### config.mk
export PLATFORM = sky130hd
export DESIGN_NAME = bp_be_stride_detector
export DESIGN_NICKNAME = d
export VERILOG_FILES = /design/src/rtl/bp_be_stride_detector_pkg.sv /design/src/rtl/bp_be_stride_table.sv /design/src/rtl/bp_be_stride_detector.sv
export SDC_FILE = /design/constraint.sdc
export NUM_CORES = 2
export LEC_CHECK = 0
export ABC_CLOCK_PERIOD_IN_PS = 14850
export BUFFER_PORTS_ARGS = -buffer_cell sky130_fd_sc_hd__buf_2
export CORE_UTILIZATION = 36
export CTS_CLUSTER_SIZE = 30
export DETAILED_ROUTE_END_ITERATION = 8
export PLACE_DENSITY = 0.55
export SETUP_SLACK_MARGIN = 0.5
export SLEW_MARGIN = 25
export SYNTH_ARGS = -nofsm -noshare
export SYNTH_HDL_FRONTEND = slang
export SYNTH_SLANG_ARGS = --single-unit
### constraint.sdc
create_clock -name clk_i -period 14.85 [get_ports clk_i]
set_clock_uncertainty 0.1 [all_clocks]
set_input_delay 2.97 -clock clk_i [delete_from_list [all_inputs] [get_ports clk_i]]
set_output_delay 2.97 -clock clk_i [all_outputs]
set_load 0.005 [all_outputs]
### src/rtl/bp_be_stride_detector_pkg.sv
// Shared types for the stride detector: table entry layout, FSM states, stride sign-extension.
package bp_be_stride_detector_pkg;

    localparam int sd_vaddr_width_gp  = 39;
    localparam int sd_stride_width_gp = 16;
    localparam int sd_conf_width_gp   = 2;

    typedef struct packed {
        logic                                 v;
        logic [sd_vaddr_width_gp-1:0]         pc;
        logic [sd_vaddr_width_gp-1:0]         last_addr;
        logic signed [sd_stride_width_gp-1:0] stride;
        logic [sd_conf_width_gp-1:0]          conf;
    } sd_entry_s;

    typedef enum logic [1:0] {
        e_sd_idle,
        e_sd_discover,
        e_sd_wait_est,
        e_sd_prefetch
    } sd_state_e;

    function automatic logic [sd_vaddr_width_gp-1:0] sext_stride(input logic [sd_stride_width_gp-1:0] s);
        return {{(sd_vaddr_width_gp-sd_stride_width_gp){s[sd_stride_width_gp-1]}}, s};
    endfunction

endpackage

### src/rtl/bp_be_stride_table.sv
// Stride table: PC-tagged CAM with round-robin allocation and saturating confidence.
// Latency: one lookup per committed load, update visible the following cycle.
// Backpressure: none; every committed load is absorbed.
module bp_be_stride_table
    import bp_be_stride_detector_pkg::*;
#(
    parameter int table_entries_p = 4
)(
    input  logic                                clk_i,
    input  logic                                reset_n_i,
    input  logic                                load_v_i,
    input  logic [sd_vaddr_width_gp-1:0]        load_pc_i,
    input  logic [sd_vaddr_width_gp-1:0]        load_eaddr_i,
    input  logic [$clog2(table_entries_p)-1:0]  rd_idx_i,
    output sd_entry_s                           rd_entry_o,
    output logic                                trig_v_o,
    output logic [$clog2(table_entries_p)-1:0]  trig_idx_o,
    output logic [sd_vaddr_width_gp-1:0]        trig_pc_o
);

    localparam int idx_w_lp = $clog2(table_entries_p);
    localparam int vw_lp    = sd_vaddr_width_gp;
    localparam int sw_lp    = sd_stride_width_gp;

    sd_entry_s             tbl_r [table_entries_p];
    logic [idx_w_lp-1:0]   rr_ptr_r;
    logic                  hit_v;
    logic [idx_w_lp-1:0]   hit_idx;
    logic [vw_lp-1:0]      delta;
    logic                  delta_fits;
    logic                  stride_match;

    // Descending scan so the lowest matching index wins.
    always_comb begin
        hit_v      = 1'b0;
        hit_idx    = '0;
        trig_v_o   = 1'b0;
        trig_idx_o = '0;
        for (int i = table_entries_p-1; i >= 0; i--) begin
            if (tbl_r[i].v && (tbl_r[i].pc == load_pc_i)) begin
                hit_v   = 1'b1;
                hit_idx = idx_w_lp'(i);
            end
            if (tbl_r[i].v && (tbl_r[i].conf == sd_conf_width_gp'(1))) begin
                trig_v_o   = 1'b1;
                trig_idx_o = idx_w_lp'(i);
            end
        end
    end

    assign rd_entry_o = tbl_r[rd_idx_i];
    assign trig_pc_o  = tbl_r[trig_idx_o].pc;

    // A delta only counts if it survives the round trip through the narrow stride field.
    assign delta        = load_eaddr_i - tbl_r[hit_idx].last_addr;
    assign delta_fits   = (delta[vw_lp-1:sw_lp-1] == '0) || (delta[vw_lp-1:sw_lp-1] == '1);
    assign stride_match = delta_fits && (delta[sw_lp-1:0] == tbl_r[hit_idx].stride) && (delta != '0);

    always_ff @(posedge clk_i or negedge reset_n_i) begin
        if (!reset_n_i) begin
            for (int i = 0; i < table_entries_p; i++) begin
                tbl_r[i] <= '0;
            end
            rr_ptr_r <= '0;
        end else if (load_v_i) begin
            if (hit_v) begin
                tbl_r[hit_idx].last_addr <= load_eaddr_i;
                if (stride_match) begin
                    if (tbl_r[hit_idx].conf != '1) begin
                        tbl_r[hit_idx].conf <= tbl_r[hit_idx].conf + 1'b1;
                    end
                end else begin
                    tbl_r[hit_idx].stride <= delta[sw_lp-1:0];
                    tbl_r[hit_idx].conf   <= '0;
                end
            end else begin
                tbl_r[rr_ptr_r] <= '{v: 1'b1, pc: load_pc_i, last_addr: load_eaddr_i, stride: '0, conf: '0};
                rr_ptr_r        <= rr_ptr_r + 1'b1;
            end
        end
    end

endmodule

### src/rtl/bp_be_stride_detector.sv
// Striding-load detector: drives loop discovery, takes the iteration estimate, emits a prefetch burst.
// Latency: start/confirm pulses one cycle after the table shows the condition; first prefetch one cycle after yumi.
// Backpressure: yumi_o mirrors v_i in WAIT_EST; pf_v_o/pf_addr_o hold until pf_ready_i.
module bp_be_stride_detector
    import bp_be_stride_detector_pkg::*;
#(
    parameter int table_entries_p     = 4,
    parameter int confirm_threshold_p = 3,
    parameter int output_range_p      = 8,
    parameter int max_prefetch_p      = 16,
    parameter int discovery_timeout_p = 256
)(
    input  logic                          clk_i,
    input  logic                          reset_n_i,
    input  logic                          load_v_i,
    input  logic [sd_vaddr_width_gp-1:0]  load_pc_i,
    input  logic [sd_vaddr_width_gp-1:0]  load_eaddr_i,
    output logic                          start_discovery_o,
    output logic                          confirm_discovery_o,
    output logic [sd_vaddr_width_gp-1:0]  striding_pc_o,
    input  logic [output_range_p-1:0]     remaining_iterations_i,
    input  logic                          v_i,
    output logic                          yumi_o,
    output logic                          pf_v_o,
    output logic [sd_vaddr_width_gp-1:0]  pf_addr_o,
    input  logic                          pf_ready_i,
    output logic                          busy_o
);

    localparam int idx_w_lp   = $clog2(table_entries_p);
    localparam int timer_w_lp = $clog2(discovery_timeout_p);
    localparam int cnt_w_lp   = $clog2(max_prefetch_p+1);

    sd_state_e                         state_r, state_n;
    logic [idx_w_lp-1:0]               idx_r;
    logic [timer_w_lp-1:0]             timer_r;
    logic [cnt_w_lp-1:0]               cnt_r;
    logic [sd_stride_width_gp-1:0]     stride_r;
    sd_entry_s                         trk;
    logic                              trig_v;
    logic [idx_w_lp-1:0]               trig_idx;
    logic [sd_vaddr_width_gp-1:0]      trig_pc;
    logic [cnt_w_lp-1:0]               est_cnt;
    logic                              start_n, confirm_n, pf_hs, lost;

    bp_be_stride_table #(.table_entries_p(table_entries_p)) u_table (
        .clk_i       (clk_i),
        .reset_n_i   (reset_n_i),
        .load_v_i    (load_v_i),
        .load_pc_i   (load_pc_i),
        .load_eaddr_i(load_eaddr_i),
        .rd_idx_i    (idx_r),
        .rd_entry_o  (trk),
        .trig_v_o    (trig_v),
        .trig_idx_o  (trig_idx),
        .trig_pc_o   (trig_pc)
    );

    assign est_cnt = (int'(remaining_iterations_i) > max_prefetch_p) ? cnt_w_lp'(max_prefetch_p)
                                                                     : cnt_w_lp'(remaining_iterations_i);
    assign pf_hs   = pf_v_o & pf_ready_i;
    assign busy_o  = (state_r != e_sd_idle);
    // The tracked slot may have been recycled for another PC while we were discovering.
    assign lost    = !trk.v || (trk.pc != striding_pc_o) || (trk.conf == '0)
                   || (timer_r == timer_w_lp'(discovery_timeout_p-1));

    always_comb begin
        state_n   = state_r;
        start_n   = 1'b0;
        confirm_n = 1'b0;
        yumi_o    = 1'b0;
        case (state_r)
            e_sd_idle: begin
                if (trig_v) begin
                    state_n = e_sd_discover;
                    start_n = 1'b1;
                end
            end
            e_sd_discover: begin
                if (trk.conf >= sd_conf_width_gp'(confirm_threshold_p)) begin
                    state_n   = e_sd_wait_est;
                    confirm_n = 1'b1;
                end else if (lost) begin
                    state_n = e_sd_idle;
                end
            end
            e_sd_wait_est: begin
                yumi_o = v_i;
                if (v_i) begin
                    state_n = (est_cnt == '0) ? e_sd_idle : e_sd_prefetch;
                end
            end
            e_sd_prefetch: begin
                if (pf_hs && (cnt_r == cnt_w_lp'(1))) begin
                    state_n = e_sd_idle;
                end
            end
            default: state_n = e_sd_idle;
        endcase
    end

    always_ff @(posedge clk_i or negedge reset_n_i) begin
        if (!reset_n_i) begin
            state_r             <= e_sd_idle;
            idx_r               <= '0;
            timer_r             <= '0;
            cnt_r               <= '0;
            stride_r            <= '0;
            start_discovery_o   <= 1'b0;
            confirm_discovery_o <= 1'b0;
            striding_pc_o       <= '0;
            pf_v_o              <= 1'b0;
            pf_addr_o           <= '0;
        end else begin
            state_r             <= state_n;
            start_discovery_o   <= start_n;
            confirm_discovery_o <= confirm_n;
            if (start_n) begin
                idx_r         <= trig_idx;
                striding_pc_o <= trig_pc;
                timer_r       <= '0;
            end else if (state_n == e_sd_idle) begin
                striding_pc_o <= '0;
            end
            if (state_r == e_sd_discover) begin
                timer_r <= timer_r + 1'b1;
            end
            // Stride is frozen at burst start so later table updates cannot bend the burst.
            if ((state_r == e_sd_wait_est) && v_i) begin
                cnt_r     <= est_cnt;
                stride_r  <= trk.stride;
                pf_addr_o <= trk.last_addr + sext_stride(trk.stride);
                pf_v_o    <= (est_cnt != '0);
            end
            if ((state_r == e_sd_prefetch) && pf_hs) begin
                cnt_r     <= cnt_r - 1'b1;
                pf_addr_o <= pf_addr_o + sext_stride(stride_r);
                if (cnt_r == cnt_w_lp'(1)) begin
                    pf_v_o <= 1'b0;
                end
            end
        end
    end

endmodule
==> reports/metrics.csv <==
stage,metric,value,unit
yosys,ys_warn_count,0,
global_routing,grt_pass1_wl,177000,um
timing,slew_viol_final,0,
global_routing,grt_overflow,0,
detailed_routing,vias_per_cell,5.85,
final_layout,finalInstanceArea,38400,um^2
critical_path,cp_top_family,simple AND/OR/NAND/NOR gates,
critical_path,cp.required,15290,ps
timing,worst_pin_slew,989,ps
yosys,yosys-top-cells-area,"dfrtp_1, mux4_2, mux2_2",
final_layout,nets,3713,
placed_design,placedCellCount,4688,
yosys,synth_top_area_share,36.8,%
placed_design,io_buffer_count,173,
timing,hold_violations,0,
job,maxCapViolations,0,
timing,fin_crit_sh,72.7,%
clock_tree,cts_sinks,504,
timing,min_period,10790,ps
yosys,synth_simple_gate_area_share,14.1,%
floorplanning,fp.dieW,311,um
yosys,ys.flop_type,dfrtp_1,
worst_hold_path,holdCritPathClass,reg2reg,
detailed_routing,drc,0,
detailed_routing,wl_per_cell,24.3,um
critical_path,cp_max_fo,44,
clock_tree,worstSkewPairLatency,690,ps
floorplanning,fp.dieArea,96500,um^2
detailed_routing,ant_nets,0,
clock_tree,cts_root_buf,clkbuf_16,
pwr,power,6700,uW
clock_tree,ctsResizeCount,0,
yosys,synth_top_family_by_area,multiplexers,
critical_path,end_kind,flop,
critical_path,max_stage_delay,820,ps
yosys,ys_types,92,
yosys,synth_edf_count,0,
timing,slew_headroom,33.8,%
yosys,netlist_area,34300,um^2
timing,fin_setup_tns,0,ps
final_layout,layout.cells.non_filler,4807,
timing,worst_slack,4060,ps
detailed_routing,drt_iter0_drc,2484,
clock_tree,clk_pin_slew,60,ps
final_layout,layout-drive-gt1-share,21.7,%
yosys,synth-seq-cells,504,
detailed_routing,routed_wl,117000,um
placed_design,preCtsSetupSlack,3640,ps
critical_path,crit_arrival,11230,ps
clock_tree,post_cts_buffers,0,
pwr,ir_drop,0.113,mV
timing,setup_viol,0,
critical_path,crit_type,in2reg,
yosys,synth-seq-area-share,36.8,%
yosys,synthAdderAreaFrac,4.63,%
placed_design,hpwl,80900,um
clock_tree,hold_buffers,0,
final_layout,fill_cells,9313,
yosys,async_flop_share,100,%
yosys,synth_fp_nets,3663,
critical_path,worst_setup_path_start_kind,primary input,
yosys,synth.mux.area_fraction,17.4,%
clock_tree,cts_buffers,61,
yosys,synth_area_per_cell,9.95,um^2
floorplanning,core,93900,um^2
pwr,cellPowerDensity,175,nW/um^2
floorplanning,ios,174,
placed_design,placed_cell_area,36100,um^2
floorplanning,rows,112,
timing,fmax,92.6,MHz
clock_tree,clockBufferDepth,3,
global_routing,antenna_found_initial,9,
yosys,synth-compound-area-share,15.3,%
detailed_routing,vias,28100,
placed_design,gp_congestion,0.968,
global_routing,grt_pass1_vias,26800,
yosys,synth_cells,3447,
floorplanning,die_y,311,um
yosys,synth_xor_xnor_area_share,7.92,%
final_layout,synthToLayoutAreaGrowth,11.9,%
floorplanning,start_util,36.5,%
yosys,synth_top_cell_by_area,dfrtp_1,
pwr,p_leak,0.0161,uW
detailed_routing,drt_pre_antenna_iters,6,
clock_tree,cts_tree,done,
critical_path,crit_buf_inv,2,
run_status,status,completed,
timing,rsz0062_at_grt,no,
global_routing,grt_usage,23.7,%
critical_path,crit_chain,"buf_2, xnor2_1, nand4_1, nor4_1, nand3_1, a31oi_4, nor2b_1, a221oi_1, and2_1, ha_1, nor2b_1, o31ai_1, a211oi_2, o211ai_1, o21ai_0, xnor2_1, o211ai_1, nor4_1, nand4_1, or4_4, nand2_2, buf_4, nand2b_4, o31ai_1",
clock_tree,cts-htree-levels,2,
global_routing,grt_max_degree,98,
critical_path,crit_slowest_cell,a31oi_4,
## cells by family (layout without fill, tap and decap cells)
group	Yosys count	in the layout
buffers and inverters	317	419
muxes	396	396
adders and majority gates	125	125
DFF	504	504
AOI/OAI and AO/OA	799	799
other	0	4
xor gates and xnor gates	304	304
and+or+nand+nor	1002	1002
## through the flow
step | util, % | hold WS (ps)
2_1_floorplan | - | 348
3_3_place_gp | 38.5 | 364
3_5_place_dp | 38.5 | 368
4_1_cts | 40.8 | 382
5_1_grt | 40.9 | 407
6_report | 40.9 | 376
## flip-flops by register name, indices dropped and copies added (netlist names)
signal               cells
u_table.tbl_r          388
pf_addr_o               39
striding_pc_o           39
stride_r                16
timer_r                  8
cnt_r                    5
idx_r                    2
state_r                  2
u_table.rr_ptr_r         2
confirm_discovery_o      1
pf_v_o                   1
start_discovery_o        1
## routing by layer
layer	GRT usage [%]	vias to the layer above	share of wire [%]
met5	0	-	0.058
met2	37.6	1038	46
met4	8.12	12	3.4
met1	32.4	14100	43
met3	4.16	207	7.0
li1	-	12800	-
## cells in the mapped netlist (39+ instances only)
| master | instances |
|---|---|
| a22oi_1 | 104 |
| o21ai_0 | 159 |
| inv_1 | 89 |
| xnor2_1 | 244 |
| a21o_1 | 51 |
| nor3_1 | 39 |
| nand2b_1 | 57 |
| nor2_1 | 197 |
| dfrtp_1 | 504 |
| ha_1 | 122 |
| xor2_1 | 53 |
| nand4_1 | 104 |
| o31ai_1 | 46 |
| a21oi_1 | 163 |
| mux2_2 | 251 |
| nand3_1 | 72 |
| nand2_1 | 380 |
| clkbuf_1 | 135 |
| mux4_2 | 136 |
| a22o_1 | 41 |
| buf_2 | 62 |
## layout by cell type (no fill, tap or decap), types with 28 or more instances in the layout
| cell | Yosys | routed |
|---|---|---|
| a21oi_1 | 163 | 163 |
| nor3_1 | 39 | 39 |
| a22oi_1 | 104 | 104 |
| buf_2 | 62 | 172 |
| nand3_1 | 72 | 71 |
| xor2_1 | 53 | 53 |
| a21o_1 | 51 | 51 |
| a211oi_1 | 31 | 31 |
| buf_4 | 4 | 37 |
| mux4_2 | 136 | 136 |
| nor2b_1 | 29 | 28 |
| nand2b_1 | 57 | 57 |
| mux2_2 | 251 | 251 |
| o31ai_1 | 46 | 46 |
| and3_1 | 28 | 28 |
| dfrtp_1 | 504 | 501 |
| nand4_1 | 104 | 104 |
| o21ai_1 | 36 | 36 |
| clkbuf_16 | 0 | 61 |
| o21ai_0 | 159 | 159 |
| inv_1 | 89 | 89 |
| nor2_1 | 197 | 196 |
| ha_1 | 122 | 122 |
| xnor2_1 | 244 | 244 |
| nand2_1 | 380 | 376 |
| a22o_1 | 41 | 41 |
## area by class of cell
cell class | count | area, um^2 | share of cell area (%)
multi-input combinational | 2626 | 20400 | 53.2
antenna | 4 | 10.0 | 0.0261
timing repair buffer | 213 | 1190 | 3.10
inverter | 91 | 342 | 0.890
tap | 1254 | 1570 | 4.09
clock buffer | 84 | 1750 | 4.57
sequential | 504 | 12600 | 32.9
clock inverter | 31 | 462 | 1.20
## report_power, final
part / switching (uW) / internal (uW)
registers: 450 / 1810
logic: 1550 / 1240
clock network: 660 / 986
## worst reg2reg max path, cell delays in order (launching register included)
cell and delay, ps:
dfrtp_1 410, xnor2_1 430, nand4_1 360, nor4_1 580
nand3_1 340, a31oi_4 820, nor2b_1 110, a221oi_1 230
and2_1 190, ha_1 220, nor2b_1 140, o31ai_1 440
a211oi_2 210, o211ai_1 290, o21ai_0 150, xnor2_1 650
o211ai_1 170, nor4_1 420, nand4_1 140, or4_4 540
nand2_2 740, buf_4 520, nand2b_4 130, o31ai_1 250
## path summary, 6_finish.rpt
check | cells after the start | end | from | slack, ps
worst max-delay path | 24 | u_table.tbl_r[292]$_DFFE_PN0P_ | load_pc_i[13] | 4060
worst min-delay path | 2 | stride_r[0]$_DFFE_PN0P_ | stride_r[0]$_DFFE_PN0P_ | 380
worst max register to register | 23 | u_table.tbl_r[292]$_DFFE_PN0P_ | u_table.tbl_r[70]$_DFFE_PN0P_ | 6120
worst min register to register | 2 | stride_r[0]$_DFFE_PN0P_ | stride_r[0]$_DFFE_PN0P_ | 380
max in group asynchronous | 3 | u_table.tbl_r[124]$_DFFE_PN0P_ | reset_n_i | 10080
min in group asynchronous | 1 | pf_addr_o[25]$_DFFE_PN0P_ | reset_n_i | 2240
Note: power is estimated with default switching activity, not from simulation.
